$ cat config.mk
export PLATFORM = sky130hd
export DESIGN_NAME = lsu
export DESIGN_NICKNAME = d
export VERILOG_FILES = /design/src/rtl/lsu_pkg.sv /design/src/rtl/lsu_align.sv /design/src/rtl/lsu.sv
export SDC_FILE = /design/constraint.sdc
export NUM_CORES = 1
export LEC_CHECK = 0
export ABC_AREA = 1
export CAP_MARGIN = 15
export CORE_MARGIN = 3
export CORE_UTILIZATION = 41
export DETAILED_ROUTE_END_ITERATION = 12
export PLACE_DENSITY_LB_ADDON = 0.1
export RECOVER_POWER = 50
export SYNTH_ARGS = -nofsm -noshare
export SYNTH_HDL_FRONTEND = slang
export SYNTH_SLANG_ARGS = --single-unit
$ cat constraint.sdc
create_clock -name clk -period 1.7 [get_ports clk]
set_clock_uncertainty 0.2 [all_clocks]
set_input_delay 0.34 -clock clk [delete_from_list [all_inputs] [get_ports clk]]
set_output_delay 0.34 -clock clk [all_outputs]
set_load 0.05 [all_outputs]
$ cat src/rtl/lsu_pkg.sv
// Shared definitions for the load/store unit: memsize encodings, FSM states
// and helpers for request legality and wait-counter sizing.
package lsu_pkg;

  localparam logic [2:0] MEMSIZE_B  = 3'b000;
  localparam logic [2:0] MEMSIZE_H  = 3'b001;
  localparam logic [2:0] MEMSIZE_W  = 3'b010;
  localparam logic [2:0] MEMSIZE_BU = 3'b100;
  localparam logic [2:0] MEMSIZE_HU = 3'b101;

  typedef enum logic [1:0] {
    IDLE,
    ISSUE,
    WAIT_R,
    RESP
  } lsu_state_e;

  // The counter only has to reach TIMEOUT-1 before the beat is abandoned.
  function automatic int cnt_width(input int timeout);
    return (timeout < 2) ? 1 : $clog2(timeout);
  endfunction

  function automatic logic size_legal(input logic we, input logic [2:0] size);
    logic ok;
    case (size)
      MEMSIZE_B, MEMSIZE_H, MEMSIZE_W: ok = 1'b1;
      MEMSIZE_BU, MEMSIZE_HU:          ok = !we;
      default:                         ok = 1'b0;
    endcase
    return ok;
  endfunction

  function automatic logic size_misaligned(input logic [2:0] size, input logic [1:0] off);
    logic mis;
    case (size[1:0])
      2'b01:   mis = off[0];
      2'b10:   mis = (off != 2'b00);
      default: mis = 1'b0;
    endcase
    return mis;
  endfunction

endpackage

$ cat src/rtl/lsu_align.sv
// Lane steering for the LSU: byte enables and write data over an 8-byte
// window (two words), plus load extraction from a merged two-word read.
module lsu_align
  import lsu_pkg::*;
(
  input  logic [2:0]  size,
  input  logic [1:0]  offset,
  input  logic [31:0] wdata,
  input  logic [63:0] rword,
  output logic [7:0]  be,
  output logic [63:0] wlanes,
  output logic [31:0] rdata
);

  logic [3:0]  mask;
  logic [31:0] rlow;

  always_comb begin
    case (size[1:0])
      2'b00:   mask = 4'b0001;
      2'b01:   mask = 4'b0011;
      default: mask = 4'b1111;
    endcase
    be     = {4'b0000, mask} << offset;
    wlanes = {32'h0, wdata} << {offset, 3'b000};
    rlow   = 32'(rword >> {offset, 3'b000});
    case (size)
      MEMSIZE_B:  rdata = {{24{rlow[7]}}, rlow[7:0]};
      MEMSIZE_H:  rdata = {{16{rlow[15]}}, rlow[15:0]};
      MEMSIZE_BU: rdata = {24'h0, rlow[7:0]};
      MEMSIZE_HU: rdata = {16'h0, rlow[15:0]};
      default:    rdata = rlow;
    endcase
  end

endmodule

$ cat src/rtl/lsu.sv
// Load/store unit: one request at a time, single- or split-beat bus access
// with per-beat timeout. Define LSU_MISALIGN_EN to allow misaligned accesses.
module lsu
  import lsu_pkg::*;
#(
  parameter int TIMEOUT = 64
) (
  input  logic        clk,
  input  logic        rst_n,
  input  logic        req_valid,
  output logic        req_ready,
  input  logic        req_we,
  input  logic [2:0]  req_size,
  input  logic [31:0] req_addr,
  input  logic [31:0] req_wdata,
  output logic        rsp_valid,
  output logic [31:0] rsp_rdata,
  output logic        rsp_err,
  output logic        mem_valid,
  input  logic        mem_ready,
  output logic        mem_we,
  output logic [3:0]  mem_be,
  output logic [31:0] mem_addr,
  output logic [31:0] mem_wdata,
  input  logic        mem_rvalid,
  input  logic [31:0] mem_rdata
);

  localparam int CW = cnt_width(TIMEOUT);
  localparam logic [CW-1:0] CNT_LAST = CW'(TIMEOUT - 1);

  lsu_state_e    state, state_n;
  logic          we_q;
  logic [2:0]    size_q;
  logic [31:0]   addr_q;
  logic [31:0]   wdata_q;
  logic          beat_q;
  logic [CW-1:0] cnt;
  logic [31:0]   rlo;

  logic          cnt_clr, cnt_inc, beat_set, lo_cap, load_done, err_set;
  logic          split, req_bad;
  logic [7:0]    be8;
  logic [63:0]   wlanes;
  logic [31:0]   load_data;
  logic [63:0]   rword;

  assign rword = beat_q ? {mem_rdata, rlo} : {32'h0, mem_rdata};

  lsu_align u_align (
    .size   (size_q),
    .offset (addr_q[1:0]),
    .wdata  (wdata_q),
    .rword  (rword),
    .be     (be8),
    .wlanes (wlanes),
    .rdata  (load_data)
  );

`ifdef LSU_MISALIGN_EN
  assign split   = |be8[7:4];
  assign req_bad = !size_legal(req_we, req_size);
`else
  assign split   = 1'b0;
  assign req_bad = !size_legal(req_we, req_size) || size_misaligned(req_size, req_addr[1:0]);
`endif

  always_ff @(posedge clk or negedge rst_n) begin
    if (!rst_n) state <= IDLE;
    else        state <= state_n;
  end

  always_comb begin
    state_n   = state;
    cnt_clr   = 1'b0;
    cnt_inc   = 1'b0;
    beat_set  = 1'b0;
    lo_cap    = 1'b0;
    load_done = 1'b0;
    err_set   = 1'b0;
    case (state)
      IDLE: begin
        if (req_valid) begin
          if (req_bad) begin
            state_n = RESP;
            err_set = 1'b1;
          end else begin
            state_n = ISSUE;
            cnt_clr = 1'b1;
          end
        end
      end
      ISSUE: begin
        if (mem_ready) begin
          cnt_clr = 1'b1;
          if (!we_q)                 state_n  = WAIT_R;
          else if (split && !beat_q) beat_set = 1'b1;
          else                       state_n  = RESP;
        end else if (cnt == CNT_LAST) begin
          state_n = RESP;
          err_set = 1'b1;
        end else begin
          cnt_inc = 1'b1;
        end
      end
      WAIT_R: begin
        // First half of a split load is parked in rlo until the second word arrives.
        if (mem_rvalid) begin
          if (split && !beat_q) begin
            state_n  = ISSUE;
            beat_set = 1'b1;
            lo_cap   = 1'b1;
            cnt_clr  = 1'b1;
          end else begin
            state_n   = RESP;
            load_done = 1'b1;
          end
        end else if (cnt == CNT_LAST) begin
          state_n = RESP;
          err_set = 1'b1;
        end else begin
          cnt_inc = 1'b1;
        end
      end
      RESP:    state_n = IDLE;
      default: state_n = IDLE;
    endcase
  end

  always_ff @(posedge clk or negedge rst_n) begin
    if (!rst_n) begin
      we_q      <= 1'b0;
      size_q    <= 3'b000;
      addr_q    <= 32'h0;
      wdata_q   <= 32'h0;
      beat_q    <= 1'b0;
      cnt       <= '0;
      rlo       <= 32'h0;
      rsp_rdata <= 32'h0;
      rsp_err   <= 1'b0;
    end else begin
      if (state == IDLE && req_valid) begin
        we_q      <= req_we;
        size_q    <= req_size;
        addr_q    <= req_addr;
        wdata_q   <= req_wdata;
        beat_q    <= 1'b0;
        rsp_rdata <= 32'h0;
        rsp_err   <= 1'b0;
      end
      if (beat_set)  beat_q    <= 1'b1;
      if (lo_cap)    rlo       <= mem_rdata;
      if (cnt_clr)   cnt       <= '0;
      else if (cnt_inc) cnt    <= cnt + 1'b1;
      if (load_done) rsp_rdata <= load_data;
      if (err_set)   rsp_err   <= 1'b1;
    end
  end

  assign req_ready = (state == IDLE) && rst_n;
  assign rsp_valid = (state == RESP);
  assign mem_valid = (state == ISSUE);
  assign mem_we    = we_q;
  assign mem_addr  = {addr_q[31:2] + {29'h0, beat_q}, 2'b00};
  assign mem_be    = beat_q ? be8[7:4] : be8[3:0];
  assign mem_wdata = beat_q ? wlanes[63:32] : wlanes[31:0];

endmodule

==> key figures, run 1 <==
Yosys
  – FFs w/ async S/R, synth: 100.0%
  – Top post-synthesis cells by area: dfrtp_1 46%, nand2_1 24%, buf_4 4.4%, nor2_1 3.8%, a21oi_1 2.8%
  – Synthesized area per cell: 7.264 µm²
  – Yosys warning count: 0
  – Netlist cell types: 32
  – Synth Cell Area: roughly 6000 µm²
  – Post-synth EDFFs: 0
  – Synth top area share: 45.57%
  – Largest area contributor in the netlist: dfrtp_1
  – Sequential area share after synthesis: between 40% and 50%
  – Mapped Cells: 824
  – Count leader, synth: nand2_1
  – Prevailing post-synth register cell: dfrtp_1
  – FF+latch count, synth: 109
  – Synth top cells by count: 377 x nand2_1, 109 x dfrtp_1, 60 x nor2_1, 35 x buf_4

Drt
  – Vias: 6157
  – Routed len/inst: 16.09 µm
  – Via density: roughly 4.9
  – DRT Pass-1 Iters: 8
  – Drt drc: 0
  – DRT iter0 DRCs: 361
  – Post-DRT Antenna Nets: 0
  – Total wire length: 20.15 mm

Status
  – Failing checks: setup timing
  – Status: complete, but fails checks

Global route
  – Initial antenna violation count: 1
  – Grt total ovfl: 0
  – Vias in the first global route: 6065
  – Met1 usage: around 33%
  – GRT Max-Usage Layer: met2
  – Gr usage total: 24.61%
  – First-pass GRT wire length: between 30 and 40 mm
  – Grt met3 use: under 10%
  – GR Util met2: 39.38%
  – Pin count of the biggest net entering global routing: between 40 and 50

STA
  – Final-report setup violation count: 73
  – Tmin final: 2.197 ns
  – WHS: 0.2817 ns
  – Final worst slack: -0.4966 ns
  – Unrepaired setup endpoints after global routing: true
  – Period utilisation layout: 129.2%
  – Fin. Hold Viols: 0
  – Pins Over Slew Limit: 0
  – F_max: approximately 460 MHz

Finish
  – Layout Nets: 1180
  – Share of layout cells above drive strength 1: 31.44%
  – Filler cell count: 1021
  – Non-filler cells, final: approximately 1.3k
  – Area of the multi-input gates: 3272 µm²
  – Sequential cell area: 2730 µm²
  – # diodes: 0
  – Area grow syn2layout: 77.32%
  – Final Util: 75.30%

Worst setup path
  – Worst r2r path cells: 9
  – WS Path Type: reg -> out
  – WP data required: 1.16 ns
  – CP Launch Type: flip-flop
  – Worst setup EP type: output pin
  – CP Max Fanout: 8
  – Critical Path AT: 1.66 ns

Placed design
  – Pre-CTS setup slack: -0.4486 ns
  – Count of input and output buffers: 207
  – Placed instance count: 1218
  – Routability cong.: 0.8549
  – HPWL Detailed: 14.35 mm

Hold path
  – Hold Path Stages: 2
  – Hold/Removal Path Class: reg -> reg

CTS
  – CTS Sinks: about 110
  – Clk Latency, worst-skew pair: around 0.35 ns
  – Clock Root Buffer: clkbuf_16
  – CTS tree: yes
  – Num CTS Buffers: 9
  – Reg clk slew, reported paths: 0.07 ns
  – CTS max path bufs: 2
  – H-Tree Depth: 3

Floorplan
  – Starting density of the core: 42.46%
  – Die footprint: 16080 µm²
  – IO Pins: 210
  – FP Rows: 43
  – Die width: between 100 and 150 µm
  – Die Y: 126.8 µm
  – Core area: between 10000 and 15000 µm²

Power
  – Pwr dens: between 2000 and 3000 nW/µm²
  – P_leak: 5.113 nW
  – Max VDD drop: 1.299 mV

Job
  – Maxcap violations: 0
per-layer routing:
| metal | vias up | routed length, µm |
|---|---|---|
| li1 | 3057 | - |
| met2 | 202 | 9608 |
| met5 | - | 0 |
| met1 | 2867 | 8597 |
| met3 | 31 | 1449 |
| met4 | 0 | 495 |
what timing repair did:
item | CTS | global route
endpoints found under the setup margin | 86 | 81
gates cloned | 4 | 1
hold endpoints to repair | 83 | 0
gates resized for setup | 49 | 53
setup buffers | 9 | 4
pin swaps | 14 | 22
hold buffers | 1 | 0
sequential cells by signal (all words and copies together) (netlist names):
| register | flops |
|---|---|
| addr_q | 32 |
| state | 2 |
| mem_we | 1 |
| rsp_rdata | 32 |
| size_q | 3 |
| cnt | 6 |
| wdata_q | 32 |
| rsp_err | 1 |
through the flow:
stage          setup TNS, ns  total power [mW]  cell area, µm²
2_1_floorplan         -9.242             15.31            6396
3_3_place_gp          -11.36             23.51            9990
3_5_place_dp          -13.31             23.67            9990
4_1_cts               -18.78             26.74           10610
5_1_grt               -25.00             27.81           10610
6_report              -18.68             26.54           10610
final timing paths:
path | from | slack (ns) | to
worst max-delay path | addr_q[0] | -0.50 | mem_wdata[7]
worst min-delay path | rsp_rdata[16] | 0.28 | rsp_rdata[16]
worst max register to register | addr_q[0] | -0.15 | rsp_rdata[9]
worst min register to register | rsp_rdata[16] | 0.28 | rsp_rdata[16]
max in group asynchronous | rst_n | 0.12 | wdata_q[11]
min in group asynchronous | rst_n | 0.52 | wdata_q[25]
report_power, final:
| group | switching [mW] | internal, mW | leakage [nW] |
|---|---|---|---|
| Sequential | 1.16 | 3.79 | 1.39 |
| Combinational | 10.8 | 8.60 | 3.57 |
| Clock | 1.03 | 1.17 | 0.154 |
| Total | 13.0 | 13.6 | 5.11 |
area by class of cell:
| class | count | area share (%) |
|---|---|---|
| clock buffer | 9 | 2.122 |
| clock inverter | 7 | 0.7545 |
| inverter | 38 | 1.639 |
| multi-input combinational | 605 | 30.83 |
| sequential | 109 | 25.72 |
| tap | 180 | 2.122 |
| timing repair buffer | 303 | 36.73 |
| timing repair inverter | 1 | 0.08252 |
critical path, cell delays in order (launching register included):
cell	delay (ns)
dfrtp_2	0.51
buf_6	0.16
nor2_4	0.11
clkinvlp_4	0.11
buf_12	0.16
nor2_4	0.10
buf_12	0.14
kinds of logic after synthesis:
kind of cell | Yosys count | share of synthesized area (%)
and+or+nand+nor | 501 | 33.82
buffers and inverters | 112 | 9.950
DFF | 109 | 45.57
AOI/OAI and AO/OA | 93 | 8.926
adders and majority gates | 8 | 1.672
other | 1 | 0.06265
layout by cell type (no fill, tap or decap), drive strengths merged:
| cell | count |
|---|---|
| clkinv | 6 |
| nand4 | 5 |
| clkinvlp | 1 |
| nor3 | 1 |
| nor2 | 62 |
| or2 | 1 |
| a22o | 7 |
| inv | 38 |
| and2 | 7 |
| ha | 8 |
| o22ai | 7 |
| dlymetal6s2s | 1 |
| a21oi | 34 |
| a31oi | 1 |
| dfrtp | 109 |
| nand3 | 37 |
| buf | 183 |
| o21ai | 33 |
| nand2 | 389 |
| o32ai | 1 |
| a22oi | 10 |
| clkbuf | 25 |
| clkdlybuf4s50 | 102 |
| conb | 2 |
| bufinv | 1 |
| dlygate4sd3 | 1 |
(Power assumes the default switching activity.)
==> inputs of run 2 (changes only) <==
CORE_UTILIZATION = 55   (was 41)
DONT_BUFFER_PORTS = 1   (was not set)
==> key figures, run 2 (synthesis gave the netlist of run 1 again) <==
Status
  – Status: complete, but fails checks
  – Failing checks: hold timing, setup timing

Drt
  – Via density: 5.585 (+14%)
  – Met3 Routed Length: 1.909 mm (+32%)
  – Top sig layer: met4
  – DRT Pass-1 Iters: 6 (-2)
  – Routed len/inst: 18.43 µm (+15%)
  – Met1 wire length: 7.712 mm (-10%)
  – DRT iter0 DRCs: 503 (+39%)
  – Drt drc: 0 (unchanged)
  – Post-DRT Antenna Nets: 0 (unchanged)
  – Vias: 6026 (-2.1%)
  – Met2 wire length: 9.800 mm (+2.0%)
  – Total wire length: 19.88 mm (-1.3%)

Floorplan
  – IO Pins: 210 (unchanged)
  – Die footprint: 12170 µm² (-24%)
  – FP Rows: 37 (-14%)
  – Starting density of the core: 57.21% (+15 points)
  – Core area: 10460 µm² (-26%)
  – Die width: 110.3 µm (-13%)
  – Die Y: 110.3 µm (-13%)

Global route
  – Pin count of the biggest net entering global routing: 111 (+130%)
  – Grt total ovfl: 0 (unchanged)
  – First-pass GRT wire length: 29.59 mm (-6.7%)
  – Initial antenna violation count: 2 (+1)
  – Gr usage total: 31.09% (+6.5 points)
  – Vias in the first global route: 5891 (-2.9%)

STA
  – Pins Over Slew Limit: 0 (unchanged)
  – Final worst slack: -0.5352 ns (-0.03857 ns)
  – Worst-Margin Slew: between 0.5 and 0.6 ns
  – Final-report setup violation count: 77 (+5.5%)
  – Tmin final: 2.235 ns (+0.03857 ns)
  – TNS Setup: -24.22 ns (-5.542 ns)
  – Unrepaired setup endpoints after global routing: true
  – F_max: 447.4 MHz (-1.7%)
  – WHS: -0.5612 ns (-0.8429 ns)
  – Fin. Hold Viols: 109 (+109)
  – Max_slew headroom: 64.86%
  – Period utilisation layout: 131.5% (+2.3 points)

Worst setup path
  – Slowest-stage cell, CP: dfrtp_2
  – Worst r2r path cells: 10 (+1)
  – WP data required: 1.16 ns (about the same)
  – Worst path bufs/invs: 2 (-2)
  – WS Path Type: reg -> out
  – CP Launch Type: flip-flop
  – Critical Path AT: 1.70 ns (+0.04 ns)
  – CP top delay family: flip-flops
  – Worst setup EP type: output pin
  – CP Max Fanout: 9 (+1)
  – Critical path launch point: addr_q[0]
  – Worst path cell trace: nor2_2 -> clkinv_4 -> o22ai_4 -> buf_12
  – Reg2reg start: addr_q[0]
  – FF-to-FF End: rsp_rdata[18]
  – CP peak stage delay: 0.48 ns (-0.03 ns)
  – R2r setup slk: -0.33 ns (-0.18 ns)

Hold path
  – Hold/Removal Path Class: in -> async

CTS
  – Num CTS Buffers: 9 (unchanged)
  – Clock Root Buffer: clkbuf_8
  – H-Tree Depth: 3 (unchanged)
  – CTS tree: yes
  – Clk Latency, worst-skew pair: 0.38 ns (+0.03 ns)
  – CTS max path bufs: 2 (unchanged)
  – Reg clk slew, reported paths: 0.12 ns (+0.05 ns)
  – CTS Sinks: 109 (unchanged)
  – # hold bufs at CTS: 71 (+70)

Finish
  – Share of layout cells above drive strength 1: 25.08% (-6.4 points)
  – Non-filler cells, final: 1079 (-14%)
  – Most common cell after layout, fill and taps aside: nand2_1
  – Layout Nets: 1049 (-11%)
  – Most frequent cells in the layout: 357 x nand2_1, 107 x dfrtp_1, 71 x dlygate4sd3_1, 45 x buf_12, 38 x nor2_1
  – Area grow syn2layout: 46.59%
  – Biggest regs: addr_q: 32 flops, rsp_rdata: 32 flops, wdata_q: 32 flops

Placed design
  – Pre-CTS setup slack: -0.2317 ns (+0.2169 ns)
  – Routability cong.: 0.9430 (+10%)
  – Count of input and output buffers: 0 (-100%)
  – Placed instance count: 969 (-20%)
  – HPWL Detailed: 12.33 mm (-14%)

Job
  – Maxcap violations: 0 (unchanged)
## run 2: changes by cell type in the layout (fill, tap and decap cells not counted), sizes merged
cell	delta
buf	-87
clkbuf	-10
clkdlybuf4s50	-102
clkinv	-2
diode	+2
dlygate4sd3	+70
dlymetal6s2s	-1
inv	+1
## run 2: how the worst max path moves through the flow
stage                    end  slack [ns]  depth (start not counted)
6_report       mem_wdata[16]       -0.54                          4
5_1_grt        mem_wdata[16]       -0.63                          4
4_1_cts         mem_wdata[3]       -0.53                          6
3_5_place_dp   mem_wdata[23]       -0.23                          4
3_3_place_gp   mem_wdata[23]       -0.22                          4
2_1_floorplan   mem_wdata[0]       -0.59                          5
## run 2: layer usage
| metal | track usage [%] | up-vias |
|---|---|---|
| met5 | 0 | - |
| met4 | 8.355 | 0 |
| met2 | 51.95 | 316 |
| met1 | 40.38 | 2876 |
| li1 | - | 2790 |
| met3 | 7.863 | 44 |
## run 2: layout make-up
type / instances / area [µm²]
inverter: 38 / 160.2
sequential: 109 / 2730
antenna: 2 / 5.005
multi-input combinational: 605 / 3278
timing repair inverter: 1 / 16.27
timing repair buffer: 172 / 2191
tap: 136 / 170.2
clock inverter: 6 / 86.33
clock buffer: 10 / 137.6
fill: 613 / 1688
## run 2: metrics by stage
stage	util, %	hold slack (ns)	area (µm²)
after floorplan	-	-0.1556	6396
after global routing	83.87	-0.5880	8775
after detailed placement	68.93	-0.1529	7212
after global placement	68.93	-0.1534	7212
final	83.87	-0.5612	8775
after CTS	80.20	-0.5857	8391
## run 2: timing repair
item / 4_1_cts / 5_1_grt
pin swaps: 12 / 16
setup buffers: 7 / 6
gates resized for setup: 47 / 53
gates cloned: 2 / 6
setup endpoints to repair: 80 / 84
hold endpoints to repair: 180 / 109
## run 2: worst reg2reg max path, stage by stage (launching register included)
cell and delay, ns:
dfrtp_2 0.48, buf_4 0.15, buf_6 0.12, buf_12 0.14
or2_4 0.25, nand3_2 0.09, nand2_4 0.07, nand2_4 0.10
nand3_4 0.16, nand2_2 0.12, nand2_1 0.06
Power of run 2 is left out: the tool's default activity adds up to more than one toggle a clock period on the data nets, which glitch-free logic cannot reach.
